$ cat src/rtl/elastic_input_buffer_pkg.sv
// Shared constants and helpers for the elastic input buffer.
// DATA_WIDTH and NEIGHBOR_PE_NUM stand in for the shared param.v values.
package elastic_input_buffer_pkg;

  localparam int DATA_WIDTH      = 8;
  localparam int NEIGHBOR_PE_NUM = 4;

  // Saturating 32-bit increment used by the optional stall counter.
  function automatic logic [31:0] sat_inc32(input logic [31:0] v);
    return (v == 32'hFFFF_FFFF) ? v : v + 32'd1;
  endfunction

endpackage

$ cat src/rtl/elastic_input_buffer_if.sv
// Valid/stop handshake bundle for one PE input lane: upstream side and
// downstream (PE input multiplexer) side of the elastic buffer.
interface elastic_input_buffer_if
  import elastic_input_buffer_pkg::*;
#(
  parameter int WIDTH = DATA_WIDTH
);
  logic [WIDTH-1:0] data_input;
  logic             valid_input;
  logic             stop_input;
  logic [WIDTH-1:0] data_output;
  logic             valid_output;
  logic             stop_output;

  modport slave (
    input  data_input, valid_input, stop_output,
    output stop_input, data_output, valid_output
  );

  modport master (
    output data_input, valid_input, stop_output,
    input  stop_input, data_output, valid_output
  );
endinterface

$ cat src/rtl/elastic_input_buffer.sv
// First-word-fall-through elastic buffer, DEPTH entries, registered stop.
// Optional stall counter enabled by ELASTIC_BUFFER_STALL_COUNT_EN.
module elastic_input_buffer
  import elastic_input_buffer_pkg::*;
#(
  parameter int DEPTH = 2,
  parameter int WIDTH = DATA_WIDTH
) (
  input  logic                   clk,
  input  logic                   reset_n,
  elastic_input_buffer_if.slave  bus
`ifdef ELASTIC_BUFFER_STALL_COUNT_EN
  ,
  output logic [31:0]            stall_count
`endif
);

  localparam int              PW   = $clog2(DEPTH);
  localparam int              CW   = PW + 1;
  localparam logic [CW-1:0]   FULL = CW'(DEPTH);

  logic [WIDTH-1:0] mem_q [DEPTH];
  logic [WIDTH-1:0] mem_d [DEPTH];
  logic [PW-1:0]    wr_ptr_q, wr_ptr_d;
  logic [PW-1:0]    rd_ptr_q, rd_ptr_d;
  logic [CW-1:0]    count_q, count_d;
  logic             full, not_empty, push, pop;

  // Status comes only from count_q so stop_input has no path from stop_output.
  assign full      = (count_q == FULL);
  assign not_empty = (count_q != '0);
  assign push      = bus.valid_input && !full;
  assign pop       = not_empty && !bus.stop_output;

  always_comb begin
    mem_d    = mem_q;
    wr_ptr_d = wr_ptr_q;
    rd_ptr_d = rd_ptr_q;
    count_d  = count_q;
    if (push) begin
      mem_d[wr_ptr_q] = bus.data_input;
      wr_ptr_d        = wr_ptr_q + PW'(1);
    end
    if (pop) rd_ptr_d = rd_ptr_q + PW'(1);
    if (push && !pop)      count_d = count_q + CW'(1);
    else if (pop && !push) count_d = count_q - CW'(1);
  end

  always_ff @(posedge clk or negedge reset_n) begin
    if (!reset_n) begin
      wr_ptr_q <= '0;
      rd_ptr_q <= '0;
      count_q  <= '0;
    end else begin
      wr_ptr_q <= wr_ptr_d;
      rd_ptr_q <= rd_ptr_d;
      count_q  <= count_d;
    end
  end

  // Storage is deliberately left out of reset; cleared pointers hide stale words.
  always_ff @(posedge clk) begin
    mem_q <= mem_d;
  end

  assign bus.stop_input   = full;
  assign bus.valid_output = not_empty;
  assign bus.data_output  = mem_q[rd_ptr_q];

`ifdef ELASTIC_BUFFER_STALL_COUNT_EN
  logic [31:0] stall_q, stall_d;

  always_comb begin
    stall_d = stall_q;
    if (not_empty && bus.stop_output) stall_d = sat_inc32(stall_q);
  end

  always_ff @(posedge clk or negedge reset_n) begin
    if (!reset_n) stall_q <= '0;
    else          stall_q <= stall_d;
  end

  assign stall_count = stall_q;
`endif

endmodule
$ cat src/flat_wrapper.sv
// flat-port wrapper written by rule: the top's interface ports become plain ports
module elastic_input_buffer_flat import elastic_input_buffer_pkg::*;
#(
  parameter int DEPTH = 2,
  parameter int WIDTH = DATA_WIDTH
)
  (clk, reset_n, bus_data_input, bus_valid_input, bus_stop_output, bus_stop_input, bus_data_output, bus_valid_output);
  elastic_input_buffer_if #(.WIDTH(WIDTH)) bus_i ();
  input  logic clk;
  input  logic reset_n;
  input wire logic [$bits(bus_i.data_input)-1:0] bus_data_input;
  input wire logic [$bits(bus_i.valid_input)-1:0] bus_valid_input;
  input wire logic [$bits(bus_i.stop_output)-1:0] bus_stop_output;
  output wire logic [$bits(bus_i.stop_input)-1:0] bus_stop_input;
  output wire logic [$bits(bus_i.data_output)-1:0] bus_data_output;
  output wire logic [$bits(bus_i.valid_output)-1:0] bus_valid_output;
  assign bus_i.data_input = bus_data_input;
  assign bus_i.valid_input = bus_valid_input;
  assign bus_i.stop_output = bus_stop_output;
  assign bus_stop_input = bus_i.stop_input;
  assign bus_data_output = bus_i.data_output;
  assign bus_valid_output = bus_i.valid_output;
  elastic_input_buffer #(.DEPTH(DEPTH), .WIDTH(WIDTH)) u_core (.clk(clk), .reset_n(reset_n), .bus(bus_i));
endmodule
$ cat config.mk
export PLATFORM = sky130hd
export DESIGN_NAME = elastic_input_buffer_flat
export DESIGN_NICKNAME = d
export VERILOG_FILES = /design/src/rtl/elastic_input_buffer_pkg.sv /design/src/rtl/elastic_input_buffer_if.sv /design/src/rtl/elastic_input_buffer.sv /design/src/flat_wrapper.sv
export SDC_FILE = /design/constraint.sdc
export NUM_CORES = 1
export LEC_CHECK = 0
export CAP_MARGIN = 15
export CORE_ASPECT_RATIO = 1.1
export CORE_UTILIZATION = 45
export DETAILED_ROUTE_END_ITERATION = 16
export PLACE_DENSITY = 0.73
export SLEW_MARGIN = 20
export SYNTH_ARGS = -nofsm -noshare
export SYNTH_HDL_FRONTEND = slang
export SYNTH_SLANG_ARGS = --single-unit
$ cat constraint.sdc
create_clock -name clk -period 1.5 [get_ports clk]
set_input_delay 0.3 -clock clk [delete_from_list [all_inputs] [get_ports clk]]
set_output_delay 0.3 -clock clk [all_outputs]
set_load 0.02 [all_outputs]
Word level (Yosys, flattened, before mapping)
Cells that the tools add are included.
{ "totals": {"reg_bits": 20, "inputBits": 12, "out_inout_bits": 10, "elab_cells": 34} }
{ "classes": {"addsub": 4, "n_lt_le_gt_ge": 3, "eq_ne": 1, "mux": 8, "bitwise_logic": 2, "n_reduce_logical": 11} }
{ "op_table": {"columns": ["operator", "n"], "rows": [
  ["2-to-1 mux 8 bit", 4],
  ["bitwise mux 16 bit", 1],
  ["demux 8 bit (select 1 bit)", 1],
  ["logical AND 1 bit", 5],
  [">= comparator 2 bit, second input constant", 2],
  ["logical NOT 1 bit", 4],
  ["2-to-1 mux 2 bit", 2],
  ["inverter 1 -> 2 bit", 2],
  ["nonzero test 2 bit", 2],
  ["adder 1 bit, second input constant", 2],
  ["adder 2 x 1 -> 2 bit, second input constant", 1],
  ["== test 2 bit, second input constant", 1],
  ["< comparator 2 x 1 -> 1 bit, second input constant", 1],
  ["subtractor 2 x 1 -> 2 bit, second input constant", 1]
]} }

Logic depth before layout (Yosys ltp)
Gate-level depths: netlist (run 1).
{ "depth": {"word_depth": 7, "depth_mapped": 7, "depth_no_buf": 7} }

Least setup slack after synthesis (run 1)
Ideal clock, no wire load.
{ "synth_path": {"path_type": "flip-flop to flip-flop", "startpoint": "reg u_core.count_q[0]", "endpoint": "reg u_core.mem_q[10] in the netlist's numbering (enable)", "setup_ns": 0.370, "arrival_ns": 0.994, "required_time_ns": 1.130, "path_slack_ns": 0.136, "stages_incl_launch_ff": 4, "n_path_buf": 0, "synth_period_minus_slack_ns": 1.364, "cell_sequence": "dfrtp_1 nand2b_1 nand2_1 nor2_1"} }
{ "synth_between": {"elab_chain_cells": 3} }
{ "synth_lines": {"columns": ["element", "line", "source"], "rows": [
  ["from (decl)", "elastic_input_buffer.sv:26", "logic [CW-1:0] count_q, count_d;"],
  ["from (signal assigned)", "elastic_input_buffer.sv:57", "count_q <= count_d;"],
  ["== test 2 bit", "elastic_input_buffer.sv:30", "assign full = (count_q == FULL);"],
  ["logical NOT 1 bit", "elastic_input_buffer.sv:32", "assign push = bus.valid_input && !full;"],
  ["logical AND 1 bit", "elastic_input_buffer.sv:32", null],
  ["to (signal assigned)", "elastic_input_buffer.sv:63", "mem_q <= mem_d;"],
  ["to (decl)", "elastic_input_buffer.sv:22", "logic [WIDTH-1:0] mem_q [DEPTH];"]
]} }
Every way passes these cells.
A chain may end at the register's enable or synchronous reset.

Worst setup path in the final report (run 1)
{ "layout_path": {"startpoint": "reg u_core.rd_ptr_q", "endpoint": "out bus_data_output[7]"} }
{ "layout_between": {"elab_chain_cells": 4} }
{ "layout_lines": {"columns": ["element", "line", "source"], "rows": [
  ["from (decl)", "elastic_input_buffer.sv:25", "logic [PW-1:0] rd_ptr_q, rd_ptr_d;"],
  ["from (signal assigned)", "elastic_input_buffer.sv:56", "rd_ptr_q <= rd_ptr_d;"],
  ["inverter 1 -> 2 bit (not written as such)", "elastic_input_buffer.sv:68", "assign bus.data_output = mem_q[rd_ptr_q];"],
  ["2-to-1 mux 8 bit (not written as such) (3 in a row)", "elastic_input_buffer.sv:68", null],
  ["to (decl)", "flat_wrapper.sv:15", "output wire logic [$bits(bus_i.data_output)-1:0] bus_data_output;"]
]} }
Every way passes these cells. The select of a mux whose other input is x is not followed.

==> results of run 1 <==
[synth_stat cells (all sizes together)]
| library cell | instances | area share [%] |
|---|---|---|
| edfxtp | 16 | 62 |
| mux2 | 8 | 12 |
| dfrtp | 4 | 13 |
| xnor2 | 3 | 3.4 |
| inv | 2 | 0.96 |
| nand2b | 2 | 1.9 |
| nor2 | 2 | 0.96 |
| xor2 | 2 | 2.2 |
| and3 | 1 | 0.80 |
| buf | 1 | 0.64 |
| ha | 1 | 1.6 |
| nand2 | 1 | 0.48 |
| or2 | 1 | 1.1 |
[through the flow]
step	hold WS, ns	utilization (%)
after global placement	0.4779	66.90
after floorplan	0.004409	-
after detailed placement	0.4982	66.90
after global routing	0.1992	73.80
after CTS	0.2042	72.55
final	0.2088	73.80
[power by group through the flow]
stage	logic, mW	clock network, mW	registers, mW
floorplan	0.561	0	0.836
CTS	1.15	0.319	0.844
global placement	0.938	0	0.886
detailed placement	0.952	0	0.897
global route	1.27	0.342	0.863
finish	1.19	0.304	0.848
[cells by family after synthesis]
logic type                 Yosys count  share of synthesized area [%]
muxes                                8                          11.54
adders and majority gates            1                          1.602
xor gates and xnor gates             5                          5.610
buffers and inverters                3                          1.602
DFF                                 20                          74.36
and+or+nand+nor                      7                          5.290
[state kept, by name, summed over array words and instances (netlist names)]
name	count
u_core.count_q	2
u_core.mem_q	16
u_core.rd_ptr_q	1
u_core.wr_ptr_q	1
[metal layers]
metal  up-vias  wire length [um]  GRT usage [%]  part of all wire [%]
met5         -                 0              0                     0
met4         0                10          7.742                  0.78
met3         2                47          3.571                   3.7
met2        14               666          27.81                    52
met1       235               556          17.24                    43
li1        233                 -              -                     -
[placed cells by master (no fill, tap or decap)]
| cell type | n |
|---|---|
| nor2_1 | 1 |
| edfxtp_1 | 16 |
| ha_1 | 1 |
| nand2_2 | 1 |
| inv_1 | 2 |
| clkdlybuf4s50_1 | 11 |
| clkbuf_4 | 3 |
| dfrtp_2 | 1 |
| buf_6 | 10 |
| clkbuf_8 | 1 |
| nor2_2 | 1 |
| and3_1 | 1 |
| buf_4 | 13 |
| mux2_2 | 8 |
| buf_2 | 2 |
| or2_4 | 1 |
| nand2b_2 | 1 |
| nand2b_4 | 1 |
| xnor2_1 | 3 |
| xor2_1 | 2 |
| dfrtp_1 | 3 |
[worst max path at each step]
stage,cells after the start,end,from,slack (ns)
final,3,bus_data_output[7],u_core.rd_ptr_q,-0.08
after CTS,3,bus_data_output[7],u_core.rd_ptr_q,-0.1
after detailed placement,2,bus_data_output[4],u_core.rd_ptr_q,-0.27
after floorplan,3,u_core.mem_q[10],u_core.count_q[0],0.14
after global placement,2,bus_data_output[7],u_core.rd_ptr_q,-0.26
after global routing,3,bus_data_output[7],u_core.rd_ptr_q,-0.14
[cell type report]
type / instances / area [um^2]
Clock buffer: 4 / 36.28
Tap cell: 17 / 21.27
Inverter: 2 / 7.507
Multi-Input combinational cell: 21 / 200.2
Fill cell: 113 / 417.9
Sequential cell: 20 / 581.8
Timing Repair Buffer: 36 / 330.3
[what timing repair did]
item	4_1_cts	5_1_grt
setup buffers	6	1
setup endpoints to repair	10	10
pin swaps	0	1
resized for setup	61	3
==> metrics.txt, run 1 <==
clk slew on worst S/H paths 0.11 ns; hpwl dp 911.8 um; R2R Path End u_core.count_q[1]; Distinct cells, synth 14; Syn Inst Count 44; initial antenna violation count 0; CP arrival 1.28 ns; CTS buffer count 3; root buf cell clkbuf_4; switching power total 0.7297 mW; Setup crit start kind flop; design area 1177 um^2; via count 484; slack of the critical path -0.08415 ns; largest net degree at the start of global routing 12; syn nets 57; Core Box Area 1595 um^2; DRT iter0 DRCs 4; normalized max-slew margin 85.01%; fin. max-slew vios 0; Flop pwr share 36.2%; Die Ht 45.69 um; Ports 22; antenna cells 0; Critical Path Fanout Max 4; Max-cap violations 0; count of final hold-check violations 0; CP dominant cell by count buf_6; fin crit share 105.6%; total track usage 15.36%; 1st-pass router iterations 3; pre-CTS setup slack -0.2706 ns; Starting Density 48.94%; routed len/inst 12.80 um; final setup fails 8; failing checks negative setup slack; IO Port Bufs 21; Site Rows 15; sequential share of the synthesized area 74.36%; setup TNS -0.6087 ns; DRC 0; Leak 0.4881 nW; final non-filler cell total 100; FMAX 631.3 MHz; worst skew pair latency 0.29 ns; Fin Clk Skew 0.002281 ns; PwrDens 1989 nW/um^2; slowest stage delay, CP 0.41 ns; CTS Hold Bufs 0; CTS tree done; die area 1906 um^2; Mapped Area 780.7 um^2; switching part of the total 31.16%; Worst Hold Class in -> async; CP top delay family flip-flops; Power Internal 1.612 mW; clk buf depth 2; placed insts 89; Worst-Margin Slew 0.2241 ns; Placed Instance Area 1067 um^2; first-pass GRT wire length 2049 um; DRT Wirelength 1280 um; worst path required time 1.20 ns; reg2reg path depth 6; final net count 97; worst path buffer plus inverter count 2; Slowest-stage cell, CP dfrtp_2; Final min period 1.584 ns; Gate power share 50.8%; Reg-to-Reg Start u_core.count_q[1]; vias in the first global route 487; peak supply drop 0.9875 mV; CP Capture Type output pin; total gr overflow 0; post-route ant nets 0; Setup CP Type reg -> out; Power, Total 2.342 mW; gpl congestion 0.7106; Syn. warnings 0; Synth-to-Final Area Change 50.80%; crit-path cells buf_6, mux2_2, buf_6; via density per instance 4.840; die extent in x 41.72 um; R2R setup slack 0.14 ns; H-tree depth 1; clock sinks 20; Clk pwr share 13.0%; outcome complete, but fails checks; Yosys reg bits 20; unrepaired setup endpoints after global routing yes; share of layout cells above drive strength 1 51.81%; Avg Inst Size Synth 17.74 um^2
(Power assumes the default switching activity.)
==> run 2, diff against run 1 <==
CORE_ASPECT_RATIO = 1.25   (was 1.1)
==> run 2 against run 1 <==
  * The run still ends with negative setup slack left
  * Hold slack got worse by 0.011 ns
  * Die area about the same
  * Register-to-register slack lost 0.05 ns
  * Wire length down 8.5%
  * Final cell count shrank 2.0%
  * Total power shrank 5.9%
  * Count of clock-buffer cells in the layout is the same
  * Sequential cell count did not move
==> metrics.txt, run 2 (synthesis results as in run 1) <==
DRT iter0 DRCs 3; commonest cells after routing, fill and taps aside 16 x edfxtp_1, 11 x clkdlybuf4s50_1, 11 x buf_6, 9 x buf_4, 7 x mux2_2; fin crit share 105.8%; Starting Density 48.75%; worst skew pair latency 0.29 ns; design area 1141 um^2; worst path required time 1.20 ns; largest net degree at the start of global routing 12; outcome complete, but fails checks; count of final hold-check violations 0; Worst Hold Class in -> async; vias in the first global route 439; clock sinks 20; unrepaired setup endpoints after global routing yes; Power, Total 2.205 mW; final net count 94; normalized max-slew margin 87.37%; post-route ant nets 0; H-tree depth 1; root buf cell clkbuf_4; Placed Instance Area 1069 um^2; Worst-Margin Slew 0.1889 ns; total track usage 14.17%; PwrDens 1932 nW/um^2; commonest non-fill, non-tap cell in the layout edfxtp_1; CTS buffer count 3; Max-cap violations 0; via density per instance 4.827; failing checks negative setup slack; DRC 0; 1st-pass router iterations 4; Ports 22; IO Port Bufs 21; Fin Clk Skew 0.007006 ns; Leak 0.4669 nW; clk buf depth 2; share of layout cells above drive strength 1 45.00%; CP arrival 1.29 ns; antenna cells 0; slack of the critical path -0.08706 ns; Die Ht 48.57 um; die extent in x 39.26 um; gpl congestion 0.6364; Synth-to-Final Area Change 46.15%; CP Capture Type output pin; via count 473; Core Box Area 1602 um^2; Critical Path Fanout Max 3; first-pass GRT wire length 1759 um; Site Rows 16; setup TNS -0.6159 ns; CTS Hold Bufs 0; CTS tree done; Hold Worst Slack 0.1973 ns; routed len/inst 11.95 um; Final min period 1.587 ns; die area 1907 um^2; fin util 71.25%; Setup CP Type reg -> out; clk slew on worst S/H paths 0.10 ns; Top Registers u_core.mem_q x16, u_core.count_q x2; Most flops, register u_core.mem_q; Setup crit start kind flop; initial antenna violation count 0; DRT Wirelength 1171 um; Largest register FFs 16; fin. max-slew vios 0; FMAX 630.1 MHz; hpwl dp 880.8 um; final setup fails 8; peak supply drop 0.9991 mV; total gr overflow 0
==> run 2: report_power, final <==
| part | switching (mW) | leakage (nW) | internal [mW] |
|---|---|---|---|
| combinational | 0.477 | 0.258 | 0.633 |
| sequential | 0.0693 | 0.194 | 0.779 |
| clock | 0.144 | 0.0150 | 0.103 |
==> run 2: metrics by stage <==
step                setup slack [ns]  instances
global route                 -0.1386         98
detailed placement           -0.2726         90
CTS                         -0.09151         98
finish                      -0.08706         98
global placement             -0.2525         90
floorplan                     0.1357         44
==> run 2: path summary, 6_finish.rpt <==
path,startpoint,to,slack (ns),cells after the start
worst max-delay path,u_core.rd_ptr_q,bus_data_output[1],-0.09,3
worst min-delay path,reset_n,u_core.count_q[0],0.20,1
worst max register to register,u_core.count_q[0],u_core.count_q[1],0.09,6
worst min register to register,u_core.wr_ptr_q,u_core.wr_ptr_q,0.50,1
max in group asynchronous,reset_n,u_core.rd_ptr_q,1.12,1
min in group clk,u_core.wr_ptr_q,u_core.wr_ptr_q,0.50,1
==> run 2: cell type report <==
type,instances,area (um^2)
inverter,2,7.507
clock buffer,4,26.28
tap,18,22.52
multi-input combinational,21,191.4
timing repair buffer,33,311.5
fill,123,460.4
sequential,20,581.8
==> run 2: worst max-delay path, cell delays in order (launching register included) <==
cell	delay (ns)
dfrtp_2	0.44
buf_6	0.13
mux2_4	0.29
buf_6	0.13
==> run 2: per-layer routing <==
| layer | track usage, % | up-vias | share of wire [%] |
|---|---|---|---|
| met5 | 0 | - | 0 |
| met3 | 3.670 | 2 | 5.1 |
| li1 | - | 230 | - |
| met2 | 23.89 | 14 | 57 |
| met4 | 8.621 | 0 | 0.51 |
| met1 | 14.66 | 227 | 37 |
==> run 2: what timing repair did <==
item	4_1_cts	5_1_grt
pin swaps	0	0
buffers inserted	4	0
endpoints found under the setup margin	10	9
resized for setup	60	2
